===== src/rtl/ascii_uart_tx.sv =====
// ASCII character UART transmitter: small FIFO in front of an 8N1 serializer.
// tx and tx_done are registered, so the line trails the FSM state by one cycle.
module ascii_uart_tx #(
  parameter int CLKS_PER_BIT = 87,
  parameter int FIFO_DEPTH   = 4
) (
  input  logic                         clk,
  input  logic                         rst_n,
  input  logic [7:0]                   in_data,
  input  logic                         in_valid,
  output logic                         in_ready,
  output logic                         tx,
  output logic                         busy,
  output logic [$clog2(FIFO_DEPTH):0]  fifo_count,
  output logic                         tx_done
);

  localparam int CNT_W  = $clog2(CLKS_PER_BIT);
  localparam int PTR_W  = (FIFO_DEPTH > 1) ? $clog2(FIFO_DEPTH) : 1;
  localparam int CNTF_W = $clog2(FIFO_DEPTH) + 1;

  localparam logic [CNT_W-1:0]  BAUD_LAST = CNT_W'(CLKS_PER_BIT - 1);
  localparam logic [CNT_W-1:0]  BAUD_ZERO = {CNT_W{1'b0}};
  localparam logic [CNTF_W-1:0] FIFO_FULL = CNTF_W'(FIFO_DEPTH);
  localparam logic [CNTF_W-1:0] FIFO_ZERO = {CNTF_W{1'b0}};
  localparam logic [PTR_W-1:0]  PTR_LAST  = PTR_W'(FIFO_DEPTH - 1);
  localparam logic [PTR_W-1:0]  PTR_ZERO  = {PTR_W{1'b0}};

  typedef enum logic [1:0] {
    IDLE  = 2'd0,
    START = 2'd1,
    DATA  = 2'd2,
    STOP  = 2'd3
  } state_t;

  state_t              state_r, state_s;
  logic [CNT_W-1:0]    baud_r, baud_s;
  logic [2:0]          bit_r, bit_s;
  logic [7:0]          shift_r, shift_s;
  logic [7:0]          mem_r [FIFO_DEPTH];
  logic [PTR_W-1:0]    wr_ptr_r, rd_ptr_r;
  logic [CNTF_W-1:0]   count_r, count_s;
  logic                push_s, pop_s, tx_s, done_s;
  logic                tx_r, done_r, busy_r, ready_r;
  logic [7:0]          head_s;

  function automatic logic [PTR_W-1:0] ptr_inc(input logic [PTR_W-1:0] ptr);
    return (ptr == PTR_LAST) ? PTR_ZERO : ptr + PTR_W'(1);
  endfunction

  assign push_s     = in_valid & ready_r;
  assign head_s     = mem_r[rd_ptr_r];
  assign in_ready   = ready_r;
  assign tx         = tx_r;
  assign tx_done    = done_r;
  assign busy       = busy_r;
  assign fifo_count = count_r;

  // FIFO storage; flushing is done through the pointers, not the array
  always_ff @(posedge clk) begin
    if (push_s) begin
      mem_r[wr_ptr_r] <= in_data;
    end
  end

  // occupancy after this cycle's push/pop; a simultaneous pair cancels
  always_comb begin
    count_s = count_r;
    case ({push_s, pop_s})
      2'b10:   count_s = count_r + CNTF_W'(1);
      2'b01:   count_s = count_r - CNTF_W'(1);
      default: count_s = count_r;
    endcase
  end

  // serializer next-state, line level and done pulse
  always_comb begin
    state_s = state_r;
    baud_s  = baud_r;
    bit_s   = bit_r;
    shift_s = shift_r;
    pop_s   = 1'b0;
    done_s  = 1'b0;
    tx_s    = 1'b1;
    case (state_r)
      IDLE: begin
        baud_s = BAUD_ZERO;
        if (count_r != FIFO_ZERO) begin
          pop_s   = 1'b1;
          shift_s = head_s;
          bit_s   = 3'd0;
          state_s = START;
        end else begin
          state_s = IDLE;
        end
      end
      START: begin
        tx_s = 1'b0;
        if (baud_r == BAUD_LAST) begin
          baud_s  = BAUD_ZERO;
          state_s = DATA;
        end else begin
          baud_s = baud_r + CNT_W'(1);
        end
      end
      DATA: begin
        tx_s = shift_r[0];
        if (baud_r == BAUD_LAST) begin
          baud_s  = BAUD_ZERO;
          shift_s = {1'b0, shift_r[7:1]};
          if (bit_r == 3'd7) begin
            bit_s   = 3'd0;
            state_s = STOP;
          end else begin
            bit_s = bit_r + 3'd1;
          end
        end else begin
          baud_s = baud_r + CNT_W'(1);
        end
      end
      STOP: begin
        tx_s = 1'b1;
        if (baud_r == BAUD_LAST) begin
          baud_s = BAUD_ZERO;
          done_s = 1'b1;
          // chain straight into the next frame when more data is waiting
          if (count_r != FIFO_ZERO) begin
            pop_s   = 1'b1;
            shift_s = head_s;
            bit_s   = 3'd0;
            state_s = START;
          end else begin
            state_s = IDLE;
          end
        end else begin
          baud_s = baud_r + CNT_W'(1);
        end
      end
      default: begin
        state_s = IDLE;
        baud_s  = BAUD_ZERO;
        bit_s   = 3'd0;
      end
    endcase
  end

  // state, FIFO bookkeeping and registered outputs
  always_ff @(posedge clk or posedge rst_n) begin
    if (rst_n) begin
      state_r  <= IDLE;
      baud_r   <= BAUD_ZERO;
      bit_r    <= 3'd0;
      shift_r  <= 8'h00;
      wr_ptr_r <= PTR_ZERO;
      rd_ptr_r <= PTR_ZERO;
      count_r  <= FIFO_ZERO;
      tx_r     <= 1'b1;
      done_r   <= 1'b0;
      busy_r   <= 1'b0;
      ready_r  <= 1'b1;
    end else begin
      state_r  <= state_s;
      baud_r   <= baud_s;
      bit_r    <= bit_s;
      shift_r  <= shift_s;
      wr_ptr_r <= push_s ? ptr_inc(wr_ptr_r) : wr_ptr_r;
      rd_ptr_r <= pop_s ? ptr_inc(rd_ptr_r) : rd_ptr_r;
      count_r  <= count_s;
      tx_r     <= tx_s;
      done_r   <= done_s;
      busy_r   <= (state_s != IDLE) || (count_s != FIFO_ZERO);
      ready_r  <= (count_s < FIFO_FULL);
    end
  end

endmodule


===== config.mk =====
export PLATFORM = sky130hd
export DESIGN_NAME = ascii_uart_tx
export DESIGN_NICKNAME = d
export VERILOG_FILES = /design/src/rtl/ascii_uart_tx.sv
export SDC_FILE = /design/constraint.sdc
export NUM_CORES = 1
export LEC_CHECK = 0
export BUFFER_PORTS_ARGS = -buffer_cell sky130_fd_sc_hd__buf_4
export CORE_MARGIN = 5
export CORE_UTILIZATION = 40
export DETAILED_ROUTE_END_ITERATION = 8
export GPL_TIMING_DRIVEN = 0
export SETUP_SLACK_MARGIN = 0.4
export SYNTH_ARGS = -nofsm -noshare
export SYNTH_HDL_FRONTEND = slang
export SYNTH_SLANG_ARGS = --single-unit

===== constraint.sdc =====
create_clock -name clk -period 2.57 [get_ports clk]
set_clock_uncertainty 0.1 [all_clocks]
set_input_delay 0.257 -clock clk [delete_from_list [all_inputs] [get_ports clk]]
set_output_delay 0.257 -clock clk [all_outputs]
set_load 0.03 [all_outputs]

Word level (Yosys, flattened, before mapping)
Memory sizes are Yosys's and may differ from the RTL's.
Index checks and enable logic that the tools add are counted.
Widths: inputs -> output; s select.
{"block": "classes", "eq_ne": 11, "n_reduce_logical": 8, "bitwise_logic": 1, "n_shift": 0, "n_mux": 28, "multipliers": 0, "add_sub_neg": 6, "div": 0, "order_cmp": 1}
{"operator": "$mux 8", "n": 3}
{"operator": "$pmux 8 s3", "n": 1}
{"operator": "$pmux 7 s2", "n": 1}
{"operator": "$mux 2", "n": 6}
{"operator": "$mux 3", "n": 4}
{"operator": "$eq 2x2->1 const B", "n": 5}
{"operator": "$pmux 3 s3", "n": 1}
{"operator": "$reduce_bool 3->1", "n": 3}
{"operator": "$pmux 2 s4", "n": 1}
{"operator": "$add 7x1->7 const B", "n": 1}
{"operator": "$eq 7x7->1 const B", "n": 1}
{"operator": "$mux 1", "n": 7}
{"operator": "$mux 7", "n": 1}
{"operator": "$add 3x1->3 const B", "n": 2}
{"operator": "$pmux 3 s2", "n": 1}
{"operator": "$add 2x1->2 const B", "n": 2}
{"operator": "$eq 2x1->1 const B", "n": 2}
{"operator": "$ne 2x2->1 const B", "n": 2}
{"operator": "$pmux 1 s2", "n": 2}
{"operator": "$eq 3x3->1 const B", "n": 1}
{"operator": "$lt 3x3->1 const B", "n": 1}
{"operator": "$reduce_and 3->1", "n": 1}
{"operator": "$reduce_or 3->1", "n": 1}
{"operator": "$sub 3x1->3 const B", "n": 1}
{"operator": "4 further kinds", "n": 4}
{"block": "word_totals", "ram_bits": 32, "latch_bits": 0, "mem_count": 1, "elab_cells": 67, "romBits": 0, "ff_bits": 31, "out_inout_bits": 7}
{"name": "mem_r", "depth": 4, "word_bits": 8, "rd": 1, "rd_clocked_by_memory_dff": 0, "write_ports": 1, "line": "40", "rtl": "logic [7:0] mem_r [FIFO_DEPTH];"}

Logic depth before layout (Yosys ltp)
Gate-level depths: netlist of the first run.
{"block": "depth", "ltp_word": 8, "mapped_depth": 12}

Least setup slack after synthesis of the first run
No wires, ideal clock.
{"block": "synth_timing", "path_type": "flip-flop to flip-flop", "startpoint": "register baud_r[0]", "endpoint": "register busy_r, in the netlist busy", "setup_ps": 138, "synth_period_minus_slack_ps": 2586, "stages_incl_launch_ff": 13, "required_ps": 2332, "setup_slack_ps": -16, "n_path_buf": 0, "arrival_time_ps": 2348, "path_cell_list": "dfrtp_1 -> inv_1 -> ha_1 -> nand4b_1 -> nor3_1 -> o21a_1 -> ha_1 -> inv_1 -> fa_1 -> xor2_1 -> o21a_1 -> nor4_1 -> nand4b_1"}
{"block": "synth_via", "elab_chain_len": 7, "elab_cells_between_ends": 13}
{"item": "start, declared", "line": "37", "rtl": "logic [CNT_W-1:0] baud_r, baud_s;"}
{"item": "start signal, assigned", "line": "163", "rtl": "baud_r <= baud_s;"}
{"item": "$eq 7x7->1 (*)", "line": "123", "rtl": "if (baud_r == BAUD_LAST) begin"}
{"item": "$mux 1 (*)", "line": "123"}
{"item": "$pmux 1 s2 (*)", "line": "85", "rtl": "case (state_r)"}
{"item": "via pop_s", "line": "43", "rtl": "logic push_s, pop_s, tx_s, done_s;"}
{"item": "$eq 2x1->1 or $eq 2x2->1 (tied branches)", "line": "69", "rtl": "case ({push_s, pop_s})"}
{"item": "$pmux 3 s2 (*)", "line": "69"}
{"item": "$reduce_bool 3->1 (*)", "line": "171", "rtl": "busy_r <= (state_s != IDLE) || (count_s != FIFO_ZERO);"}
{"item": "$logic_or 1x1->1 (*)", "line": "171"}
{"item": "end signal, assigned", "line": "171"}
{"item": "end, declared", "line": "44", "rtl": "logic tx_r, done_r, busy_r, ready_r;"}
The timed path passes the listed nets; every way through them passes the cells marked *.
A chain may end at the register's enable or synchronous reset.

Worst setup path in the final report of the first run
Same ends and word-level chain as after synthesis.

==> results of run 1 <==
## per-stage QoR
| step | worst slack, ps | setup TNS [ps] | hold slack, ps | cells | instance area, um^2 |
|---|---|---|---|---|---|
| 2_1_floorplan | 27.52 | 0 | 255.9 | 190 | 2850 |
| 3_3_place_gp | -311.3 | -453.7 | 360.9 | 303 | 3098 |
| 3_5_place_dp | -351.8 | -576.2 | 359.7 | 303 | 3098 |
| 4_1_cts | 19.34 | 0 | 0.3776 | 332 | 3392 |
| 5_1_grt | -124.5 | -203.5 | 0.9288 | 338 | 3502 |
| 6_report | 28.15 | 0 | 11.37 | 338 | 3502 |
## synthesized netlist by cell type (3+ instances only)
| cell | count |
|---|---|
| inv_1 | 13 |
| nand2b_1 | 3 |
| nand3_1 | 4 |
| mux2_2 | 17 |
| edfxtp_1 | 32 |
| o21ai_0 | 3 |
| ha_1 | 15 |
| nor3_1 | 5 |
| dfrtp_1 | 29 |
| mux2i_1 | 3 |
| xor2_1 | 5 |
| nand2_1 | 3 |
| mux4_2 | 6 |
| buf_6 | 3 |
| and3_1 | 6 |
| nor2_1 | 18 |
## worst max-delay path, delay by kind of cell, from the launching register on
| family | cells | cell delay, ps |
|---|---|---|
| AOI/OAI and AO/OA | 2 | 390 |
| xor gates and xnor gates | 1 | 160 |
| adders and majority gates | 3 | 680 |
| buffers and inverters | 2 | 100 |
| DFF | 1 | 380 |
| and+or+nand+nor | 4 | 610 |
## state kept, by name, summed over array words and instances, names as in the netlist, 2 cells and up
register / flops
rd_ptr_r: 2
fifo_count: 3
baud_r: 7
shift_r: 8
wr_ptr_r: 2
state_r: 2
bit_r: 3
mem_r: 32
## power groups by stage
stage	Clock, W	Sequential (W)	Combinational, W
finish	0.000773	0.00150	0.00144
detailed placement	0	0.00151	0.00127
global placement	0	0.00151	0.00125
floorplan	0	0.00156	0.000901
CTS	0.000792	0.00149	0.00138
global route	0.000842	0.00154	0.00160
## routing by layer
layer / global-route usage (%) / part of all wire [%] / vias up
met5: 0 / 0 / -
met4: 6.498 / 2.3 / 0
met3: 3.125 / 3.0 / 9
met2: 18.91 / 48 / 21
met1: 14.90 / 46 / 829
li1: - / - / 792
## cell families (layout without fill, tap and decap cells)
| logic type | count (synthesis) | in the layout | synth area share, % |
|---|---|---|---|
| compound gates | 12 | 12 | 3.352 |
| xor+xnor | 7 | 7 | 2.161 |
| fa+ha+maj | 16 | 16 | 7.322 |
| buf+inv | 18 | 70 | 3.308 |
| flops | 63 | 63 | 61.31 |
| mux | 28 | 28 | 14.42 |
| simple gates | 46 | 46 | 8.117 |
## worst min-delay path by stage
| stage | start | endpoint | slack [ps] | cells after the start |
|---|---|---|---|---|
| 2_1_floorplan | rst_n | baud_r[0]$_DFF_PP0_ | 260 | 1 |
| 3_3_place_gp | in_data[7] | mem_r[1][7]$_DFFE_PP_ | 360 | 1 |
| 3_5_place_dp | in_data[4] | mem_r[3][4]$_DFFE_PP_ | 360 | 1 |
| 4_1_cts | in_data[4] | mem_r[3][4]$_DFFE_PP_ | 0.4 | 1 |
| 5_1_grt | in_data[2] | mem_r[2][2]$_DFFE_PP_ | 0.9 | 1 |
| 6_report | in_data[5] | mem_r[3][5]$_DFFE_PP_ | 10 | 1 |
## repair_timing
item,in CTS,in global routing
pin swaps,2,2
hold buffers,0,3
endpoints found under the setup margin,11,14
endpoints found under the hold margin,0,15
resized for setup,4,9
setup buffers,13,2
## cell type report
class                      count  area (um^2)
timing repair buffer          36        290.3
buffer                         5        48.80
clock inverter                 7        55.05
multi-input combinational    109         1075
clock buffer                   9        123.9
tap                           96        120.1
inverter                      13        48.80
fill                         604         3329
sequential                    63         1740
==> impl_metrics.json, run 1 <==
{
  "grt_pass1_wl_um": 7976,
  "nNetsFinal": 264,
  "track_usage_pct": 11.96,
  "crit-reg2reg-launch": "baud_r[0]$_DFF_PP0_",
  "rsz0062_at_grt": "yes",
  "drt_wl_total_um": 4709,
  "pin_count": 18,
  "power.switching_w": 0.001272,
  "synth_top_area_share_pct": 33.88,
  "peakVddDrop_mv": 0.6914,
  "diodes": 0,
  "rows": 30,
  "dieWidth_um": 94.21,
  "p_per_area_mw_per_mm2": 1061,
  "netlist_top_cells_area": "edfxtp_1, dfrtp_1, mux2_2",
  "grt_max_degree": 32,
  "detail_route.wl_per_cell_um": 13.93,
  "hold_violations": 0,
  "crit_slowest_cell": "dfrtp_1",
  "ys_seq_area_share_pct": 61.31,
  "gr-total-overflow": 0,
  "criticalPathCategory": "register to register",
  "fmax_mhz": 393.4,
  "tightestPinTransition_ps": 517.0,
  "crit_end": "busy$_DFF_PP0_",
  "insertion_delay_ps": 340,
  "slew_violations": 0,
  "reg2reg_slack_ps": 30,
  "drive_above_1_share_pct": 38.43,
  "synth_top_area_cell": "edfxtp_1",
  "die_y_um": 94.21,
  "htreeDepth": 3,
  "p_comb_share_pct": 38.8,
  "start_kind": "register",
  "drt_pass1_iterations": 4,
  "viasPerCell": 4.885,
  "endpoint_kind": "register",
  "synth_edf_count": 32,
  "power_frac_clock_pct": 20.8,
  "start_util_pct": 41.52,
  "status": "complete, no violations",
  "syn_area_per_cell_um2": 14.93,
  "min_period_ps": 2542,
  "final_util_pct": 51.26,
  "critical_path.startpoint": "baud_r[0]$_DFF_PP0_",
  "syn_inst": 190,
  "r2r_cells": 12,
  "p_leak_nw": 1.426,
  "holdCritPathClass": "input port to register",
  "core_area_mm2": 0.006832,
  "r2r_end": "busy$_DFF_PP0_",
  "synthArstFlopShare_pct": 49.21,
  "cts_sinks": 63,
  "cts_tree": "built",
  "drc_errors": 0,
  "drv_cap": 0,
  "finalSetupViolCount": 0,
  "required_ps": 2680,
  "finalWeightedCongestion": 0.7319,
  "mostFrequentLayoutCells": "buf_4, edfxtp_1, dfrtp_1, nor2_1, mux2_2",
  "slew_headroom_pct": 65.53,
  "synthesis.area_mm2": 0.002836,
  "cp_slowest_stage_delay_ps": 380,
  "cts_root_buf": "clkbuf_8",
  "crit_chain": "inv_1 > ha_1 > nand4b_1 > nor3_2 > o21a_1 > ha_2 > inv_2 > fa_2 > xor2_2 > o21a_1 > nor4_2 > nand4b_1",
  "ant_nets": 0,
  "path_max_fanout": 2,
  "clk_pin_slew_ps": 70,
  "ys_warn_count": 0,
  "synthToLayoutAreaGrowth_pct": 23.47,
  "synth_cell_types": 35,
  "seq_power_share_pct": 40.4,
  "sw_frac_of_total_pct": 34.22,
  "power_w": 0.003716,
  "grt_antenna_before_repair": 0,
  "portBuffers": 17,
  "cp.arrival_ps": 2650,
  "final.period_utilization_pct": 98.90,
  "syn_nets": 217,
  "ys.flop_type": "edfxtp_1",
  "cts_buffer_depth": 2,
  "p_int_w": 0.002444,
  "detailed_place_hpwl_um": 3110,
  "ys_ff_latch": 63,
  "dr_total_vias": 1651,
  "grt_pass1_vias": 1667,
  "cts_buffers": 9,
  "dieArea_mm2": 0.008876,
  "dr.first_iter.drc_count": 47
}
No activity file was read; power rests on OpenSTA's default activity.
==> run 2, diff against run 1 <==
- CORE_MARGIN: 5 -> 3
==> run 2 against run 1 <==
Effect of this change:
- the run now ends with negative setup slack left
- global-route usage is 1.5 points higher
- largest power group unchanged
- clock power is 23% higher
- setup slack worse by 68 ps
- critical path type unchanged
- largest cell class unchanged
- cell count stayed put
- combinational power is 4% lower
- non-clock buffer count stayed put
- first-iteration DRC count is 6.4% higher
- total power is 2.9% higher
- register-to-register slack worse by 70 ps
- maximum frequency is 2.6% lower
- routed wire length is 2.7% higher
==> impl_metrics.json, run 2 (same netlist as run 1, synthesis figures left out) <==
{
  "dpl_cell_area_mm2": 0.003098,
  "crit-reg2reg-launch": "baud_r[0]$_DFF_PP0_",
  "largest_register": "mem_r",
  "drc_errors": 0,
  "final.period_utilization_pct": 101.6,
  "cts_tree": "built",
  "cp.arrival_ps": 2720,
  "fmax_mhz": 383.1,
  "dieWidth_um": 90.21,
  "cts_root_buf": "clkbuf_8",
  "finalSetupViolCount": 1,
  "required_ps": 2680,
  "final_cells": 338,
  "slew_headroom_pct": 66.87,
  "drive_above_1_share_pct": 37.19,
  "htreeDepth": 3,
  "detailed_place_hpwl_um": 3151,
  "insertion_delay_ps": 340,
  "cts_buffer_depth": 2,
  "track_usage_pct": 13.42,
  "die_y_um": 90.21,
  "final_common_cell": "buf_4",
  "dpl.cell_count": 303,
  "portBuffers": 17,
  "drt_pass1_iterations": 4,
  "r2r_cells": 12,
  "core_area_mm2": 0.006832,
  "grt_max_degree": 32,
  "largest_register_ffs": 32,
  "start_kind": "register",
  "top_regs": "mem_r (32), shift_r (8), baud_r (7)",
  "status": "finished, violations left",
  "holdCritPathClass": "input port to register",
  "cts_buffers": 9,
  "grt_pass1_wl_um": 8397,
  "layout_setup_ws_ps": -40.09,
  "start_util_pct": 41.52,
  "synthToLayoutAreaGrowth_pct": 24.17,
  "gr-total-overflow": 0,
  "detail_route.wl_per_cell_um": 14.30,
  "grt_antenna_before_repair": 0,
  "ant_nets": 0,
  "failed_checks": "negative setup slack",
  "dr.first_iter.drc_count": 50,
  "nNetsFinal": 264,
  "min_period_ps": 2610,
  "tightestPinTransition_ps": 496.9,
  "peakVddDrop_mv": 0.6000,
  "crit_end": "busy$_DFF_PP0_",
  "pin_count": 18,
  "rsz0062_at_grt": "yes",
  "dieArea_mm2": 0.008138,
  "criticalPathCategory": "register to register",
  "mostFrequentLayoutCells": "buf_4, edfxtp_1, dfrtp_1, nor2_1, mux2_2",
  "critical_path.startpoint": "baud_r[0]$_DFF_PP0_",
  "grt_pass1_vias": 1734,
  "drv_cap": 0,
  "rows": 30,
  "viasPerCell": 4.772,
  "hold_violations": 0,
  "p_leak_nw": 1.447,
  "clk_pin_slew_ps": 80,
  "finalWeightedCongestion": 0.7341,
  "diodes": 0,
  "slew_violations": 0,
  "endpoint_kind": "register",
  "reg2reg_slack_ps": -40,
  "p_per_area_mw_per_mm2": 1086,
  "r2r_end": "busy$_DFF_PP0_",
  "design_area_mm2": 0.003522,
  "cts_sinks": 63,
  "path_max_fanout": 2,
  "drt_wl_total_um": 4834,
  "dr_total_vias": 1613
}
[run 2: report_power, final]
| part | leakage [nW] | switching, W | internal [W] |
|---|---|---|---|
| sequential | 0.677 | 0.000160 | 0.00134 |
| clock | 0.105 | 0.000401 | 0.000547 |
| combinational | 0.665 | 0.000674 | 0.000705 |
[run 2: through the flow]
stage	setup WS [ps]	total power [W]	hold WS, ps	setup TNS, ps	util [%]
after floorplan	27.52	0.002459	255.9	0	-
after global placement	-313.9	0.002753	358.7	-459.6	45.35
after detailed placement	-366.3	0.002781	362.9	-574.6	45.35
after CTS	35.19	0.003829	0.5322	0	50.42
after global routing	-252.5	0.004108	2.026	-299.8	51.56
final	-40.09	0.003825	17.53	-40.09	51.56
[run 2: how the worst min path moves through the flow]
stage / startpoint / end / depth (start not counted)
after floorplan: rst_n / baud_r[0]$_DFF_PP0_ / 1
after global placement: in_data[4] / mem_r[3][4]$_DFFE_PP_ / 1
after detailed placement: in_data[4] / mem_r[2][4]$_DFFE_PP_ / 1
after CTS: in_data[3] / mem_r[1][3]$_DFFE_PP_ / 1
after global routing: in_data[0] / mem_r[0][0]$_DFFE_PP_ / 1
final: in_data[6] / mem_r[3][6]$_DFFE_PP_ / 1
[run 2: critical path, cell delays in order, from the launching register on]
cell and delay (ps):
dfrtp_1 390, inv_1 60, ha_1 140, nand4b_1 140
nor3_2 230, o21a_1 200, ha_2 200, inv_2 40
fa_2 320, xor2_1 220, nor3_2 80, nor4_2 240
nand4b_1 130
[run 2: cell type report]
type | instances | area (um^2)
Buffer | 5 | 45.04
Clock inverter | 7 | 97.59
Multi-Input combinational cell | 109 | 1050
Timing Repair Buffer | 36 | 297.8
Fill cell | 624 | 3309
Tap cell | 96 | 120.1
Clock buffer | 9 | 123.9
Inverter | 13 | 48.80
Sequential cell | 63 | 1739
[run 2: metal layers]
layer  vias up  track usage, %  part of all wire [%]
met1       796           16.75                    45
met2        19           21.10                    51
met4         0           6.888                   1.1
met3         4           4.100                   3.0
li1        794               -                     -
met5         -               0                     0
[run 2: repair_timing]
item                                    in CTS  in global routing
pin swaps                                    3                  1
endpoints found under the hold margin        4                 11
setup buffers                               12                  3
endpoints found under the setup margin      11                 14
hold buffers                                 1                  2
resized for setup                            5                  2
==> run 3, diff against run 2 <==
- PLACE_DENSITY: unset -> 0.68
==> run 3 against run 2 <==
Effect of this change:
- register-to-register slack barely moved
- largest power group unchanged
- clock power fell by 18%
- cell count rose by 1.5%
- the run still ends with negative setup slack left
- non-clock buffer count rose by 5
==> impl_metrics.json, run 3 (same netlist as run 1, synthesis figures left out) <==
{
  "status": "finished, violations left",
  "failed_checks": "negative setup slack",
  "register_area_mm2": 0.001739,
  "grt_pass1_vias": 1700,
  "finalWeightedCongestion": 0.7598,
  "top_regs": "mem_r (32), shift_r (8), baud_r (7)",
  "die_y_um": 90.21,
  "p_per_area_mw_per_mm2": 1038,
  "crit-reg2reg-launch": "baud_r[0]$_DFF_PP0_",
  "r2r_end": "busy$_DFF_PP0_",
  "pin_count": 18,
  "cts_root_buf": "clkbuf_8",
  "mostFrequentLayoutCells": "buf_4, edfxtp_1, dfrtp_1, nor2_1, mux2_2",
  "cts_buffer_depth": 2,
  "fmax_mhz": 381.1,
  "start_util_pct": 41.52,
  "insertion_delay_ps": 340,
  "multi_input_area_mm2": 0.001040,
  "dpl_cell_area_mm2": 0.003098,
  "cts_tree": "built",
  "endpoint_kind": "register",
  "grt_max_degree": 32,
  "track_usage_pct": 13.46,
  "start_kind": "register",
  "min_period_ps": 2624,
  "required_ps": 2690,
  "diodes": 0,
  "dpl.cell_count": 303,
  "dr.first_iter.drc_count": 96,
  "finalSetupViolCount": 1,
  "criticalPathCategory": "register to register",
  "ant_nets": 0,
  "fillCellCount": 598,
  "dieWidth_um": 90.21,
  "largest_register_ffs": 32,
  "core_area_mm2": 0.006832,
  "design_area_mm2": 0.003523,
  "grt_antenna_before_repair": 0,
  "drive_above_1_share_pct": 36.03,
  "rsz0062_at_grt": "yes",
  "gr-total-overflow": 0,
  "holdCritPathClass": "input port to register",
  "crit_end": "busy$_DFF_PP0_",
  "nNetsFinal": 269,
  "dr_total_vias": 1660,
  "path_max_fanout": 2,
  "drc_errors": 0,
  "tightestPinTransition_ps": 716.2,
  "final_cells": 343,
  "detailed_place_hpwl_um": 3070,
  "drt_wl_total_um": 4968,
  "critical_path.startpoint": "baud_r[0]$_DFF_PP0_",
  "slew_headroom_pct": 51.96,
  "power_w": 0.003659,
  "cts_sinks": 63,
  "p_leak_nw": 1.448,
  "reg2reg_slack_ps": -50,
  "slew_violations": 0,
  "largest_register": "mem_r",
  "hold_violations": 0,
  "synthToLayoutAreaGrowth_pct": 24.22,
  "layout_setup_ws_ps": -53.92,
  "place_ws_ps": -314.7,
  "grt_pass1_wl_um": 8390,
  "portBuffers": 17,
  "dieArea_mm2": 0.008138,
  "clk_pin_slew_ps": 80,
  "drv_cap": 0,
  "peakVddDrop_mv": 0.4306,
  "viasPerCell": 4.840,
  "detail_route.wl_per_cell_um": 14.48,
  "rows": 30,
  "r2r_cells": 12,
  "final_util_pct": 51.58,
  "cts_buffers": 9,
  "htreeDepth": 3,
  "drt_pass1_iterations": 4,
  "final.period_utilization_pct": 102.1,
  "cp.arrival_ps": 2740
}
## run 3: cell types whose count changed in the layout (fill, tap and decap cells not counted), sizes merged
cell,change
inv,+1
bufinv,-2
buf,-1
dlygate4sd3,+6
clkinv,+2
clkinvlp,-1
## run 3: worst min path at each step
stage / startpoint / to / slack [ps] / cells past startpoint
floorplan: rst_n / baud_r[0]$_DFF_PP0_ / 260 / 1
global placement: in_data[0] / mem_r[0][0]$_DFFE_PP_ / 360 / 1
detailed placement: in_data[5] / mem_r[2][5]$_DFFE_PP_ / 360 / 1
CTS: in_data[1] / mem_r[3][1]$_DFFE_PP_ / 2 / 1
global route: in_valid / wr_ptr_r[0]$_DFFE_PP0P_ / 250 / 3
finish: in_valid / wr_ptr_r[0]$_DFFE_PP0P_ / 240 / 3
## run 3: area by class of cell
type,count,area share [%]
Buffer,5,1.278
Clock buffer,9,3.516
Clock inverter,7,1.598
Inverter,13,1.385
Multi-Input combinational cell,109,29.51
Sequential cell,63,49.36
Tap cell,96,3.409
Timing Repair Buffer,41,9.943
## run 3: per-stage QoR
step	hold WS (ps)	setup TNS [ps]
2_1_floorplan	255.9	0
3_3_place_gp	358.3	-433.5
3_5_place_dp	361.1	-511.4
4_1_cts	1.889	0
5_1_grt	248.2	-169.7
6_report	240.6	-53.92
## run 3: timing repair
action                                 CTS  global route
hold buffers                             5             4
endpoints found under the hold margin   20            22
pin swaps                                2             1
setup buffers                           12             2
resized for setup                        3             2
setup endpoints to repair               11            14
## run 3: per-layer routing
layer	track usage, %	wire length (um)	part of all wire (%)	vias to the layer above
met5	0	0	0	-
met2	20.54	2555	51	24
met1	16.93	2181	44	827
met4	8.418	97	2.0	0
li1	-	-	-	801
met3	3.766	133	2.7	8
## run 3: critical path, stage by stage (launching register included)
cell and delay (ps):
dfrtp_1 390, inv_1 60, ha_1 140, nand4b_1 140
nor3_2 210, o21a_1 180, ha_2 200, inv_2 40
fa_2 320, xor2_1 260, nor3_2 110, nor4_2 240
nand4b_1 120
## run 3: where the power goes
part | internal (W) | switching [W] | leakage [nW] | total [W]
clock network | 0.000359 | 0.000421 | 0.0902 | 0.000779
logic | 0.000693 | 0.000689 | 0.681 | 0.00138
registers | 0.00134 | 0.000160 | 0.677 | 0.00150
total | 0.00239 | 0.00127 | 1.45 | 0.00366
